==> config.mk <==
export PLATFORM = sky130hd
export DESIGN_NAME = hazard_ctl
export DESIGN_NICKNAME = d
export VERILOG_FILES = /design/src/rtl/hazard_ctl.sv
export SDC_FILE = /design/constraint.sdc
export NUM_CORES = 1
export LEC_CHECK = 0
export BUFFER_PORTS_ARGS = -buffer_cell sky130_fd_sc_hd__buf_4
export CORE_MARGIN = 8
export CORE_UTILIZATION = 47
export DETAILED_ROUTE_END_ITERATION = 8
export PLACE_DENSITY_LB_ADDON = 0.05
export SETUP_SLACK_MARGIN = 0.3
export SLEW_MARGIN = 10
export SYNTH_ARGS = -nofsm -noshare
export SYNTH_HDL_FRONTEND = slang
export SYNTH_SLANG_ARGS = --single-unit
==> constraint.sdc <==
create_clock -name clk -period 2.25 [get_ports clk]
set_input_delay 0.1125 -clock clk [delete_from_list [all_inputs] [get_ports clk]]
set_output_delay 0.1125 -clock clk [all_outputs]
set_load 0.05 [all_outputs]
==> src/rtl/hazard_ctl.sv <==
// hazard_ctl: load-use / mul-div interlock and mul/div busy counter for mips789.
// pause and id_bubble are combinational from the inputs and the counter; the
// counter, md_done and md_err are registered.
module hazard_ctl #(
    parameter int unsigned MUL_CYCLES = 4,
    parameter int unsigned DIV_CYCLES = 33,
    parameter int unsigned CW         = 6
) (
    input  logic       clk,
    input  logic       rst,
    input  logic [4:0] id_rs,
    input  logic [4:0] id_rt,
    input  logic       id_use_rs,
    input  logic       id_use_rt,
    input  logic       id_md_rd,
    input  logic       id_md_start,
    input  logic       ex_load,
    input  logic       ex_we,
    input  logic [4:0] ex_wr_rn,
    input  logic       ex_md_start,
    input  logic       ex_md_div,
    input  logic       md_abort,
    input  logic       ext_hold,
    output logic       pause,
    output logic       id_bubble,
    output logic       md_busy,
    output logic       md_done,
    output logic       md_err
);

    typedef enum logic {
        S_IDLE = 1'b0,
        S_BUSY = 1'b1
    } state_e;

    state_e        state_q, state_d;
    logic [CW-1:0] cnt_q, cnt_d;
    logic          done_q, done_d;
    logic          err_q, err_d;
    logic          lu_hz;
    logic          md_hz;
    logic [CW-1:0] load_cnt;

    // Load in EX whose destination is a live source operand of ID.
    always_comb begin
        lu_hz = 1'b0;
        if (ex_load && ex_we && (ex_wr_rn != 5'd0)) begin
            lu_hz = (id_use_rs && (ex_wr_rn == id_rs)) ||
                    (id_use_rt && (ex_wr_rn == id_rt));
        end
    end

    assign md_busy   = (cnt_q != '0);
    assign md_hz     = md_busy & (id_md_rd | id_md_start);
    assign pause     = lu_hz | md_hz | ext_hold;
    assign id_bubble = (lu_hz | md_hz) & ~ext_hold;
    assign md_done   = done_q;
    assign md_err    = err_q;
    assign load_cnt  = ex_md_div ? CW'(DIV_CYCLES) : CW'(MUL_CYCLES);

    // Mul/div occupancy: next state, count, completion pulse and sticky error.
    always_comb begin
        state_d = state_q;
        cnt_d   = cnt_q;
        done_d  = 1'b0;
        err_d   = err_q;
        if (md_abort) begin
            state_d = S_IDLE;
            cnt_d   = '0;
        end else begin
            case (state_q)
                S_IDLE: begin
                    if (ex_md_start) begin
                        state_d = S_BUSY;
                        cnt_d   = load_cnt;
                    end
                end
                S_BUSY: begin
                    if (cnt_q == CW'(1)) begin
                        done_d = 1'b1;
                        if (ex_md_start) begin
                            cnt_d = load_cnt;
                        end else begin
                            state_d = S_IDLE;
                            cnt_d   = '0;
                        end
                    end else begin
                        cnt_d = cnt_q - CW'(1);
                        if (ex_md_start) begin
                            err_d = 1'b1;
                        end
                    end
                end
                default: begin
                    state_d = S_IDLE;
                    cnt_d   = '0;
                end
            endcase
        end
    end

    // State register with synchronous active-low reset.
    always_ff @(posedge clk) begin
        if (!rst) begin
            state_q <= S_IDLE;
            cnt_q   <= '0;
            done_q  <= 1'b0;
            err_q   <= 1'b0;
        end else begin
            state_q <= state_d;
            cnt_q   <= cnt_d;
            done_q  <= done_d;
            err_q   <= err_d;
        end
    end

endmodule

==> key figures <==
Synth
  – Share of the synthesized area in the top cell type: between 20% and 30%
  – Yosys reg bits: 9
  – Area contributors post-synth: dfxtp_1 27%, xor2_1 12%, nor2_1 5.7%
  – Synth area leader: dfxtp_1
  – Synth warnings: 0
  – Mapped Avg Cell Area: just over 8 um^2
  – Cells after Synth: 81
  – Synth Net Count: 110
  – Post-synth ARST share: 0%
  – Synth Cell Area: 657 um^2
  – Seq/Total Area, Yosys: a little over a quarter
  – Yosys cell types: 33
  – Most used flip-flop cell after synthesis: dfxtp_1
  – Number of synthesized flops with an enable pin: 0

Die
  – Top Ports: 32
  – # rows: 13
  – Die H: 53.4 um
  – Total core area: between 1000 and 1500 um^2
  – Initial Util: 50.5%
  – DIE WIDTH: around 53 um
  – Full die area: between 2000 and 3000 um^2

Hold path
  – Worst Hold Class: input port to flop
  – Worst hold path depth: 2

Worst setup path
  – CP max-delay cell: dfxtp_2
  – Worst path most repeated cell: inv_1
  – Setup CP Type: flop to primary output
  – Critical path endpoint category: primary output
  – Crit path DAT: 1.71 ns
  – CP Cell Sequence: inv_1 -> ha_1 -> nor3b_4 -> a21oi_2 -> inv_1 -> o22ai_1 -> buf_4
  – Worst setup SP type: flop
  – Worst Path Required: ~2.1 ns
  – Crit Path Max Fanout: 4
  – Max incr delay on CP: ~0.36 ns
  – Reg2Reg Setup Slack: a little over 0.9 ns
  – Cell depth of the worst flop-to-flop path: 4

Timing
  – Worst Tran Pin Value: around 0.39 ns
  – Fin crit share: 81.1%
  – # setup viols final: 0
  – Slew Limit Fails: 0
  – Hold Violations, Final: 0
  – Fin worst setup slack: approximately 0.43 ns
  – Fmax: roughly 550 MHz
  – Clock skew: 0.00412 ns
  – Minimum clock period: roughly 1.8 ns
  – Slew HR: approximately three quarters
  – RSZ-0062 raised after global routing: no
  – Setup TNS: 0 ns

Outcome
  – Status: completed

Job
  – Max-Cap Viols: 0

Finish
  – Area delta synth->final: 45.0%
  – Share of post-route cells with drive strength above 1: a little under two fifths
  – Final std cells w/o fill: roughly 130
  – Nets@finish: 146
  – Ant. Diodes: 0
  – Commonest non-fill, non-tap cell in the layout: buf_4
  – Most frequent cells in the layout: 31 x buf_4, 10 x nor2_1, 9 x xor2_1

Pwr
  – Pwr dens: between 400 and 500 nW/um^2
  – VDD IR max: slightly above 0.0005 V
  – Clk network pwr share: between 20 and 30%
  – Internal power: approximately 0.31 mW
  – NetSw: 0.143 mW
  – Part of the power in registers: a little under two fifths
  – Leakage: around 0.42 nW
  – Sw Share: approximately a third
  – Gate power share: between 30% and 40%

Clocking
  – TritonCTS Buffers: 3
  – Root buf cell: clkbuf_4
  – Worst-skew pair later-pin latency: about 0.26 ns
  – Post-CTS Setup Repair Bufs: 0
  – Worst-path clk slew: 0.06 ns
  – CTS tree: yes
  – Hold_buf cts: 0
  – CTS Buffer Depth: 2
  – H-tree Lvls: 1
  – Post_cts resized: 0
  – Clock sinks: 9

Placement
  – RD Place Congestion: a little over 0.8
  – Post-Place Setup Slack: roughly 0.62 ns
  – Post-DP HPWL: between 1500 and 2000 um
  – Port Buf Inserts: 31
  – Placed insts: 127

Global route
  – Vias in the first global route: around 710
  – Global-route wire length before repair: roughly 2900 um
  – GRT overflow: 0
  – Antenna violations before repair: 0
  – Gr usage total: approximately 14%
  – Largest net degree at the start of global routing: 10

Drt
  – Final WL: approximately 1900 um
  – Iter 0 DRT Violations: 26
  – DRC: 0
  – First-pass iteration count of the detailed router: 4
  – Via density per instance: 5.40
  – Wire per inst: ~14 um
  – Final ANT Viol Nets: 0
  – Vias: just over 700
-- path summary, 6_finish.rpt --
kind / startpoint / endpoint
max: cnt_q[0] / id_bubble
max reg2reg: cnt_q[5] / cnt_q[0]
min reg2reg: cnt_q[4] / cnt_q[4]
min: rst / md_err
-- area by class of cell --
type	instances	area, um^2
timing repair buffer	31	233
inverter	5	18.8
multi-input combinational	67	473
tap	15	18.8
fill	118	349
clock buffer	4	26.3
sequential	9	183
-- sequential cells by signal, indices dropped and copies added (netlist names) --
name,flops
cnt_q,6
md_done,1
md_err,1
state_q,1
-- cell families (layout without fill, tap and decap cells) --
kind of cell / Yosys count / count (layout) / synth area share [%]
AO/OA/AOI/OAI: 18 / 18 / 21.3
XOR/XNOR: 11 / 11 / 14.7
adder cells (fa/ha/maj): 2 / 2 / 3.81
buffers and inverters: 5 / 40 / 2.86
flip-flops: 9 / 9 / 27.4
multiplexers: 1 / 1 / 1.52
AND/OR/NAND/NOR: 35 / 35 / 28.4
-- routing by layer --
metal / GRT usage [%] / part of all wire [%] / up-vias
li1: - / - / 358
met1: 14.1 / 39 / 323
met2: 23.4 / 53 / 23
met3: 6.44 / 5.8 / 4
met4: 5.04 / 1.9 / 0
met5: 0 / 0 / -
-- power by group through the flow --
stage / combinational [mW] / sequential [mW] / clock (mW)
after floorplan: 0.0828 / 0.175 / 0
after global placement: 0.148 / 0.174 / 0
after detailed placement: 0.149 / 0.174 / 0
after CTS: 0.150 / 0.171 / 0.129
after global routing: 0.167 / 0.173 / 0.138
final: 0.154 / 0.172 / 0.124
-- metrics by stage --
step                hold slack, ns  utilization (%)  instance area, um^2  total power [mW]
CTS                         0.0815             71.8                  935             0.450
floorplan                    0.233                -                  657             0.258
global route                0.0705             73.2                  952             0.478
global placement             0.348             69.8                  908             0.322
detailed placement           0.352             69.8                  908             0.323
finish                      0.0831             73.2                  952             0.450
-- critical path, delay by kind of cell, from the launching register on --
kind | cells | cell delay (ns)
AOI/OAI and AO/OA | 2 | 0.32
adders and majority gates | 1 | 0.24
buffers and inverters | 3 | 0.35
DFF | 1 | 0.36
and+or+nand+nor | 1 | 0.18
-- Yosys cell counts, types with 2 or more instances --
library cell / number
nor2_1: 10
dfxtp_1: 9
xor2_1: 9
nand2_1: 6
inv_1: 5
a21oi_1: 3
nor2b_1: 3
o21ai_0: 3
a211oi_1: 2
a31oi_1: 2
ha_1: 2
nand2b_1: 2
nand3_1: 2
nor3_1: 2
nor4_1: 2
xnor2_1: 2
Note: power is estimated with default switching activity, not from simulation.
